<file path="src/rtl/pdm_audio_tx.sv">
// PDM audio transmitter: PCM sample FIFO feeding a first-order sigma-delta modulator.
// Optional dither on the modulator input is enabled with `define PDM_AUDIO_TX_DITHER_EN.
module pdm_audio_tx #(
  parameter int CLK_DIV    = 40,
  parameter int OSR        = 64,
  parameter int FIFO_DEPTH = 4
) (
  input  logic                          clk_i,
  input  logic                          rst_i,
  input  logic                          en_i,
  input  logic [15:0]                   s_data_i,
  input  logic                          s_valid_i,
  output logic                          s_ready_o,
  input  logic                          underrun_clr_i,
  output logic                          pdm_data_o,
  output logic                          pdm_en_o,
  output logic                          underrun_o,
  output logic [$clog2(FIFO_DEPTH):0]   fifo_level_o
);

  localparam int AW = (FIFO_DEPTH > 1) ? $clog2(FIFO_DEPTH) : 1;
  localparam int LW = $clog2(FIFO_DEPTH) + 1;
  localparam int DW = $clog2(CLK_DIV);
  localparam int OW = (OSR > 1) ? $clog2(OSR) : 1;

  typedef enum logic [1:0] {IDLE, PRIME, RUN} state_t;

  state_t          state_q, state_d;
  logic [15:0]     mem [FIFO_DEPTH];
  logic [AW-1:0]   wr_ptr_q, rd_ptr_q;
  logic [LW-1:0]   level_q, level_d;
  logic            ready_q;
  logic            push, pop, underrun_set;
  logic [DW-1:0]   div_q;
  logic [OW-1:0]   bit_q;
  logic            tick, boundary;
  logic [15:0]     acc_q, sample_q, u;
  logic [16:0]     sum;
  logic            pdm_data_q, pdm_en_q, underrun_q;

  function automatic logic [AW-1:0] ptr_inc(input logic [AW-1:0] p);
    return (p == AW'(FIFO_DEPTH - 1)) ? '0 : p + AW'(1);
  endfunction

  // Ready comes from a register so it stays low in the cycle right after reset.
  assign push     = s_valid_i & ready_q;
  assign tick     = (state_q == RUN) && (div_q == DW'(CLK_DIV - 1));
  assign boundary = tick && (bit_q == OW'(OSR - 1));
  assign u        = {~sample_q[15], sample_q[14:0]};

`ifdef PDM_AUDIO_TX_DITHER_EN
  logic [15:0] lfsr_q;

  always_ff @(posedge clk_i) begin
    if (rst_i) begin
      lfsr_q <= 16'hACE1;
    end else if (state_q != IDLE && tick) begin
      lfsr_q <= {1'b0, lfsr_q[15:1]} ^ (lfsr_q[0] ? 16'hB400 : 16'h0000);
    end
  end

  assign sum = {1'b0, acc_q} + {1'b0, u} + {15'b0, lfsr_q[1:0]};
`else
  assign sum = {1'b0, acc_q} + {1'b0, u};
`endif

  always_comb begin
    state_d      = state_q;
    pop          = 1'b0;
    underrun_set = 1'b0;
    case (state_q)
      IDLE:  if (en_i) state_d = PRIME;
      PRIME: begin
        if (!en_i) begin
          state_d = IDLE;
        end else if (level_q != '0) begin
          pop     = 1'b1;
          state_d = RUN;
        end
      end
      RUN: begin
        if (boundary) begin
          if (!en_i)                state_d      = IDLE;
          else if (level_q != '0)   pop          = 1'b1;
          else                      underrun_set = 1'b1;
        end
      end
      default: state_d = IDLE;
    endcase
  end

  always_comb begin
    level_d = level_q;
    case ({push, pop})
      2'b10:   level_d = level_q + LW'(1);
      2'b01:   level_d = level_q - LW'(1);
      default: level_d = level_q;
    endcase
  end

  always_ff @(posedge clk_i) begin
    if (push) mem[wr_ptr_q] <= s_data_i;
  end

  // An underrun set on a boundary outranks a simultaneous clear.
  always_ff @(posedge clk_i) begin
    if (rst_i) begin
      state_q    <= IDLE;
      wr_ptr_q   <= '0;
      rd_ptr_q   <= '0;
      level_q    <= '0;
      ready_q    <= 1'b0;
      div_q      <= '0;
      bit_q      <= '0;
      acc_q      <= '0;
      sample_q   <= '0;
      pdm_data_q <= 1'b0;
      pdm_en_q   <= 1'b0;
      underrun_q <= 1'b0;
    end else begin
      state_q  <= state_d;
      level_q  <= level_d;
      ready_q  <= (level_d < LW'(FIFO_DEPTH));
      pdm_en_q <= (state_q == RUN);
      if (push) wr_ptr_q <= ptr_inc(wr_ptr_q);
      if (pop) begin
        rd_ptr_q <= ptr_inc(rd_ptr_q);
        sample_q <= mem[rd_ptr_q];
      end
      if (underrun_set)        underrun_q <= 1'b1;
      else if (underrun_clr_i) underrun_q <= 1'b0;

      if (state_q != RUN) begin
        div_q <= '0;
        bit_q <= '0;
      end else begin
        div_q <= tick ? '0 : div_q + DW'(1);
        if (tick) bit_q <= (bit_q == OW'(OSR - 1)) ? '0 : bit_q + OW'(1);
      end

      // The accumulator carries across samples and is only cleared while idle.
      if (state_q == IDLE) begin
        acc_q      <= '0;
        pdm_data_q <= 1'b0;
      end else if (tick) begin
        acc_q      <= sum[15:0];
        pdm_data_q <= sum[16];
      end
    end
  end

  assign s_ready_o    = ready_q;
  assign pdm_data_o   = pdm_data_q;
  assign pdm_en_o     = pdm_en_q;
  assign underrun_o   = underrun_q;
  assign fifo_level_o = level_q;

endmodule

</file>
<file path="config.mk">
export PLATFORM = sky130hd
export DESIGN_NAME = pdm_audio_tx
export DESIGN_NICKNAME = d
export VERILOG_FILES = /design/src/rtl/pdm_audio_tx.sv
export SDC_FILE = /design/constraint.sdc
export NUM_CORES = 1
export LEC_CHECK = 0
export ABC_AREA = 1
export CAP_MARGIN = 0
export CELL_PAD_IN_SITES_DETAIL_PLACEMENT = 1
export CELL_PAD_IN_SITES_GLOBAL_PLACEMENT = 1
export CORE_UTILIZATION = 30
export CTS_BUF_LIST = sky130_fd_sc_hd__clkbuf_8
export DETAILED_ROUTE_END_ITERATION = 10
export GPL_TIMING_DRIVEN = 0
export MAX_ROUTING_LAYER = met4
export PLACE_DENSITY_LB_ADDON = 0.15
export SKIP_LAST_GASP = 1
export SYNTH_ARGS = -nofsm -noshare
export SYNTH_HDL_FRONTEND = slang
export SYNTH_SLANG_ARGS = --single-unit
</file>
<file path="constraint.sdc">
create_clock -name clk_i -period 2.3 [get_ports clk_i]
set_clock_uncertainty 0.1 [all_clocks]
set_input_delay 0.345 -clock clk_i [delete_from_list [all_inputs] [get_ports clk_i]]
set_output_delay 0.345 -clock clk_i [all_outputs]
set_load 0.005 [all_outputs]
</file>
# Yosys cells after proc, flatten, opt, wreduce, memory -nomap -nowiden
# Memories as Yosys holds them, arrays and structs flattened. A register that Yosys moved wholly into a read port is not among the register bits.
# Cells that the tools add are included.
# totals
regBits	41
ram_bits	64
inputBits	21
mem_count	1
# classes
addsub	7
magnitude_cmp	1
eq_ne	13
muxes	22
n_bitwise	2
reduce_logical	9
# mem_list
name	depth	width	rd	rd_clocked_by_memory_dff	write_ports	line	text
mem	4	16	1	1	1	29	logic [15:0] mem [FIFO_DEPTH];
# op_table
cell	count
$add 16x16->17	1
$mux 2	7
$add 6x1->6 const B	2
$eq 6x6->1 const B	2
$mux 1	11
$eq 2x2->1 const B	4
$ne 2x2->1 const B	4
$mux 6	1
$pmux 2 s3	1
$pmux 3 s2	1
$add 2x1->2 const B	2
$eq 2x1->1 const B	2
$reduce_and 4->1	1
$reduce_or 2->1	2
$add 3x1->3 const B	1
$lt 3x3->1 const B	1
$ne 3x3->1 const B	1
$reduce_bool 3->1	1
$reduce_or 3->1	1
$sub 3x1->3 const B	1
$logic_and 1x1->1	2
$logic_not 2->1	1
$pmux 1 s2	1
$reduce_bool 2->1	1
2 further kinds	2

# Longest topological paths before layout
# Gate-level depths: netlist of the first run.
# depth
ltp_word	8
ltp_mapped	15

# Worst setup path after synthesis of the first run
# No wires, ideal clock.
# synth_timing
kind	reg-to-reg
startpoint	register state_q[0]
endpoint	register (tool-made name)
t_arrival_ns	2.204
path_slack_ns	-0.068
path_stages_with_launch	12
cell_sequence	dfxtp_1 inv_1 ha_1 and3_1 a21boi_4 buf_6 ha_1 fa_1 o21ai_0 xor2_1 inv_1 nor2_1
# synth_rtl
item	line	text
start, declared	28	state_t state_q, state_d;
start signal, assigned	121	state_q <= state_d;

==> metrics.md, run 1 <==
| Metric | Value |
|---|---|
| Status | `completed` |
| Fin crit share | `99.1%` |
| F_max | `0.439 GHz` |
| Gpl congestion | `0.806` |
| Port Buf Inserts | `27` |
| Mapped Area | `5700 um2` |
| FFs w/ async S/R, synth | `0%` |
| Final period demand of the worst path | `2.28 ns` |
| Syn. warnings | `0` |
| Total track usage | `16.7%` |
| Max-Cap Viols | `0` |
| CTS clk-pin slew, worst paths | `0.08 ns` |
| Final Slew Violations | `0` |
| Routed wire per std cell | `15.2 um` |
| Die Ht | `140 um` |
| P_sw | `1.38 mW` |
| Most used cell, CP | `ha_4` |
| Combinational family with the most area after synthesis | `simple AND/OR/NAND/NOR gates` |
| Synth top cells by count | `nor2_1 (124), nand2_1 (111), inv_1 (89)` |
| Pwr Density | `719 nW/um2` |
| Hold crit path type | `flip-flop to flip-flop` |
| Via density | `4.69` |
| Max stage delay on crit path | `0.37 ns` |
| Syn Area/Cell | `8.65 um2` |
| Seq cells post-synth | `121` |
| First-pass GRT wire length | `24500 um` |
| CTS Buf Count | `17` |
| Io pins | `28` |
| Worst-path fanout max | `3` |
| Cell count after synthesis | `659` |
| Worst VDD drop | `337 uV` |
| TritonCTS clock tree | `done` |
| Post-Synth Simple-Gate Area | `21.0%` |
| Hold slack | `0.378 ns` |
| Proportion of synthesized area in mux cells | `0.176%` |
| Final net count | `771` |
| Layout Utilization | `37.0%` |
| Synth area leader | `edfxtp_1` |
| Final cell count without fillers | `968` |
| Largest net degree at the start of global routing | `17` |
| Iteration-0 DRC Markers | `163` |
| Pint | `3.58 mW` |
| RSZ-0062 raised after global routing | `true` |
| Data arrival, critical path | `2.56 ns` |
| Cell count after placement | `924` |
| Sequential area share after synthesis | `53.7%` |
| Clk sinks | `121` |
| CTS Buffer Depth | `2` |
| Final wirelength | `14700 um` |
| Ranking of synthesized cells by area | `edfxtp_1 (34%), dfxtp_1 (20%), nor2_1 (8.2%), nand2_1 (7.3%), ha_1 (5.9%)` |
| Xor and xnor fraction of the mapped netlist area | `1.08%` |
| DR pass1 iterations | `4` |
| CTS root buffer | `clkbuf_8` |
| CTS Hold Bufs | `0` |
| Layout fillers | `2174` |
| Vias in the first global route | `4835` |
| Crit path cell chain | `ha_4 -> inv_2 -> nor2_4 -> nand3_4 -> inv_6 -> nand2_8 -> a21boi_4 -> ha_4 -> fa_2 -> a21oi_2 -> o21ai_1 -> xor2_1 -> inv_1 -> nor2_1` |
| EDFF count, synth | `64` |
| Synth cell types | `37` |
| Crit Path Class | `flip-flop to flip-flop` |
| Net Sw Frac | `27.7%` |
| Initial antenna violation count | `0` |
| Core area | `18600 um2` |
| Comb power frac | `13.5%` |
| H-tree depth | `4` |
| Die Area | `19600 um2` |
| Setup Viol. Count Final | `0` |
| Post-synthesis adder-cell area fraction | `6.63%` |
| Final ANT Viol Nets | `0` |
| Via count | `4541` |
| Core Rows | `50` |
| Gr ovfl total | `0` |
| Worst Path Required | `2.58 ns` |
| Area grow syn2layout | `21.0%` |
| Share of the synthesized area in the top cell type | `33.7%` |
| Tightest Pin Transition | `0.613 ns` |
| CP Capture Type | `flip-flop` |
| Compound-Gate Fraction of Synth Area | `10.1%` |
| Clock share of power | `37.9%` |
| Worst-skew pair later-pin latency | `0.44 ns` |
| Endpoints failing hold | `0` |
| Leakage | `2.74 nW` |
| Drt drc | `0` |
| Share of layout cells above drive strength 1 | `11.2%` |
| Hpwl dp | `10900 um` |
| Top-count cell post-synth | `nor2_1` |
| Initial core utilization | `30.6%` |
| CP max stage cell | `dfxtp_4` |
| Max-Slew Margin vs Limit | `59.1%` |
| Top FF cell, synth | `edfxtp_1` |
| Mapped Nets | `709` |
| Sequential share of power | `48.6%` |
| CP Launch Type | `flip-flop` |
| DIE WIDTH | `140 um` |
| N_diodes | `0` |
[cells in the final DEF (no fill, tap or decap), types with 3 or more instances in the layout]
cell,n
nand2_1,111
xor2_1,5
clkdlybuf4s50_1,27
o21ai_0,50
inv_1,85
dfxtp_2,3
o22ai_1,16
o211ai_1,3
nand3_1,32
ha_1,22
o21ai_1,13
clkbuf_1,10
edfxtp_1,64
inv_6,4
nor2_1,119
clkinv_4,3
buf_4,13
or2_2,3
clkinvlp_4,3
nand4_1,5
dfxtp_1,52
buf_2,3
ha_4,4
clkbuf_8,17
nor2_2,5
clkinv_1,4
nor3_1,4
a21oi_1,19
[flip-flops by register name (all words and copies together) (netlist names), named ones only]
register / flops
underrun_o: 1
wr_ptr_q: 2
div_q: 6
s_ready_o: 1
state_q: 2
bit_q: 6
acc_q: 16
mem: 64
fifo_level_o: 2
sample_q: 16
pdm_en_o: 1
rd_ptr_q: 2
pdm_data_o: 1
[final timing paths]
path,cells after the start,from,slack [ns],to
max reg2reg,14,div_q[1],0.02,flip-flop
min,2,bit_q[4],0.38,bit_q[4]
max,14,div_q[1],0.02,flip-flop
min reg2reg,2,bit_q[4],0.38,bit_q[4]
[routing by layer]
metal	GRT usage (%)	share of wire [%]
met2	29.3	51
met4	5.78	1.6
met3	2.79	2.0
met5	-	0
met1	19.1	45
[power groups by stage]
stage                     Clock (mW)  Sequential [mW]  Combinational [mW]
after floorplan                    0             2.43               0.371
after global placement             0             2.45               0.567
after detailed placement           0             2.45               0.601
after CTS                       1.96             2.41               0.665
after global routing            2.04             2.42               0.763
final                           1.88             2.41               0.669
[kinds of logic after synthesis]
family,after synthesis
adder cells (fa/ha/maj),29
XOR/XNOR,7
AO/OA/AOI/OAI,106
AND/OR/NAND/NOR,289
buffers and inverters,106
flip-flops,121
multiplexers,1
[final cells by class]
cell class                      instances  area, um2  area share, %
Sequential cell                       121       3070           44.6
Multi-Input combinational cell        432       2320           33.6
Timing Repair Buffer                   44        420           6.10
Inverter                               91        352           5.10
Tap cell                              234        293           4.25
Clock buffer                           17        234           3.39
Clock inverter                         15        151           2.20
Buffer                                 14       56.3          0.816
[critical path: cells and delay by family (launching register included)]
kind / cells / cell delay [ns]
fa+ha+maj: 3 / 0.54
compound gates: 3 / 0.36
xor+xnor: 1 / 0.23
buf+inv: 3 / 0.21
simple gates: 4 / 0.42
flops: 1 / 0.37
[through the flow]
stage                     worst slack (ns)  instance area [um2]  setup TNS, ns  power, mW
after floorplan                    0.00913                 5720              0       2.81
after global placement              -0.644                 6290         -43.46       3.01
after detailed placement            -0.447                 6350          -5.55       3.05
after CTS                          -0.0215                 6820        -0.0215       5.03
after global routing                -0.143                 6900         -0.191       5.22
final                               0.0197                 6900              0       4.96
[repair_timing]
item / in CTS / in global routing
setup buffers: 6 / 7
endpoints found under the setup margin: 13 / 3
pin swaps: 5 / 6
gates resized for setup: 11 / 11
gates cloned: 0 / 0
Note: power is estimated with default switching activity, not from simulation.
==> inputs of run 2 (changes only) <==
--- a/config.mk
+++ b/config.mk
@@ -6,6 +6,7 @@
 export NUM_CORES = 1
 export LEC_CHECK = 0
 export ABC_AREA = 1
+export ABC_CLOCK_PERIOD_IN_PS = 2300
 export CAP_MARGIN = 0
 export CELL_PAD_IN_SITES_DETAIL_PLACEMENT = 1
 export CELL_PAD_IN_SITES_GLOBAL_PLACEMENT = 1
==> results of run 2 <==
Same layout as run 1: the final DEF is identical, and so are final timing and power.
==> inputs of run 3 (changes only) <==
--- a/config.mk
+++ b/config.mk
@@ -13,7 +13,6 @@
 export CORE_UTILIZATION = 30
 export CTS_BUF_LIST = sky130_fd_sc_hd__clkbuf_8
 export DETAILED_ROUTE_END_ITERATION = 10
-export GPL_TIMING_DRIVEN = 0
 export MAX_ROUTING_LAYER = met4
 export PLACE_DENSITY_LB_ADDON = 0.15
 export SKIP_LAST_GASP = 1
==> run 3 against run 2 <==
Core utilization decreased by 0.40 points. Largest cell class unchanged. Critical path type unchanged. Critical path depth down 3. Via count shrank 2.4%. Register-to-register slack better by 0.13 ns. Setup slack gained 0.13 ns. Global-route usage down 0.95 points. Clock power is 3% lower. Non-clock buffer count is 11 lower.
==> metrics.md, run 3 (same netlist as run 1, synthesis figures left out) <==
| Metric | Value |
|---|---|
| Endpoints failing hold | `0` |
| Most used cell, CP | `ha_4` |
| Final ANT Viol Nets | `0` |
| Clk sinks | `121` |
| Setup Viol. Count Final | `0` |
| Crit path cell chain | `inv_2 -> ha_4 -> and3_4 -> a21boi_4 -> ha_4 -> fa_2 -> a21oi_2 -> o21ai_1 -> xor2_1 -> inv_1 -> nor2_1` |
| Data arrival, critical path | `2.42 ns` |
| Crit. Startpoint | `state_q[1]` |
| Worst Path Required | `2.57 ns` |
| Crit Path Class | `flip-flop to flip-flop` |
| Status | `completed` |
| N_diodes | `0` |
| Drt drc | `0` |
| Max-Cap Viols | `0` |
| Gr ovfl total | `0` |
| Final wirelength | `13500 um` |
| Worst VDD drop | `388 uV` |
| Gpl congestion | `0.776` |
| Port Buf Inserts | `27` |
| Final cell count without fillers | `957` |
| Total track usage | `15.7%` |
| Pwr Density | `715 nW/um2` |
| H-tree depth | `4` |
| Die Area | `19600 um2` |
| Max-Slew Margin vs Limit | `71.6%` |
| Final net count | `760` |
| First-pass GRT wire length | `23300 um` |
| F_max | `0.465 GHz` |
| Final Slew Violations | `0` |
| Initial antenna violation count | `0` |
| Worst Hold Launch | `underrun_o` |
| CTS Buf Count | `17` |
| Placed cell area | `6410 um2` |
| CP Capture Type | `flip-flop` |
| CP Launch Type | `flip-flop` |
| Leakage | `2.75 nW` |
| Hpwl dp | `9890 um` |
| Via density | `4.63` |
| DR pass1 iterations | `4` |
| Largest regs | `mem (64), acc_q (16), sample_q (16)` |
| Core area | `18600 um2` |
| Worst-skew pair later-pin latency | `0.44 ns` |
| Routed wire per std cell | `14.1 um` |
| Power, Total | `4.88 mW` |
| CP max stage cell | `dfxtp_2` |
| Vias in the first global route | `4695` |
| Most frequent cells in the layout | `nor2_1 (124), nand2_1 (111), inv_1 (88)` |
| Initial core utilization | `30.6%` |
| Die Ht | `140 um` |
| Layout fillers | `2213` |
| Pre-CTS WS | `-0.0715 ns` |
| Fin crit share | `93.5%` |
| TritonCTS clock tree | `done` |
| Area grow syn2layout | `19.7%` |
| Cell count after placement | `925` |
| Hold crit path type | `flip-flop to flip-flop` |
| Max reg flops | `64` |
| CTS Hold Bufs | `0` |
| CTS Buffer Depth | `2` |
| TNS Setup | `0 ns` |
| Iteration-0 DRC Markers | `122` |
| Reg with most FFs | `mem` |
| Final period demand of the worst path | `2.15 ns` |
| Share of layout cells above drive strength 1 | `10.4%` |
| Hold slack | `0.366 ns` |
| Via count | `4430` |
| Io pins | `28` |
| Commonest non-fill, non-tap cell in the layout | `nor2_1` |
| RSZ-0062 raised after global routing | `false` |
| CTS root buffer | `clkbuf_8` |
| Tightest Pin Transition | `0.425 ns` |
| Largest net degree at the start of global routing | `35` |
| Max stage delay on crit path | `0.34 ns` |
| Origin of the critical flop-to-flop path | `state_q[1]` |
| DIE WIDTH | `140 um` |
| Post-route cell area | `6820 um2` |
| Layout Utilization | `36.6%` |
| Core Rows | `50` |
| PnR worst setup slack | `0.150 ns` |
| Worst-path fanout max | `3` |
| CTS clk-pin slew, worst paths | `0.08 ns` |
run 3: cell types whose count changed in the layout (fill, tap and decap cells not counted), moves of 3 or more:
cell      change
buf_2         -3
buf_4         +4
buf_12        +3
clkinv_1      -3
clkbuf_1     -10
nor2_2        -5
nor2_1        +5
inv_1         +3
run 3: worst paths after layout:
check	endpoint	slack [ns]	cells after the start
setup reg to reg	flip-flop	0.15	11
hold reg to reg	underrun_o	0.37	2
hold / removal	underrun_o	0.37	2
setup / recovery	flip-flop	0.15	11
run 3: critical path: cells and delay by family (launching register included):
| kind | cells | cell delay (ns) |
|---|---|---|
| compound gates | 3 | 0.34 |
| flops | 1 | 0.34 |
| xor+xnor | 1 | 0.20 |
| buf+inv | 2 | 0.12 |
| simple gates | 2 | 0.25 |
| fa+ha+maj | 3 | 0.73 |
run 3: metal layers:
metal | up-vias | GRT usage [%] | share of wire (%) | routed length, um
li1 | 2273 | - | - | -
met1 | 2110 | 18.6 | 47 | 6390
met2 | 35 | 26.6 | 50 | 6760
met3 | 12 | 3.41 | 1.7 | 226
met4 | 0 | 5.03 | 0.90 | 122
met5 | - | - | 0 | 0
run 3: layout make-up:
cell class,count,area [um2],share of cell area [%]
Clock buffer,17,234,3.43
Multi-Input combinational cell,432,2280,33.4
Clock inverter,15,144,2.11
Inverter,91,344,5.04
Tap cell,234,293,4.29
Sequential cell,121,3070,45.0
Timing Repair Buffer,47,458,6.71
run 3: where the power goes:
group,internal (mW),switching [mW]
Clock,0.874,0.960
Combinational,0.255,0.387
Sequential,2.35,0.0476
Total,3.48,1.39
run 3: repair_timing:
| item | CTS | global route |
|---|---|---|
| setup endpoints to repair | 1 | 2 |
| gates cloned | 0 | 0 |
| pin swaps | 1 | 2 |
| gates resized for setup | 1 | 9 |
| setup buffers | 0 | 0 |
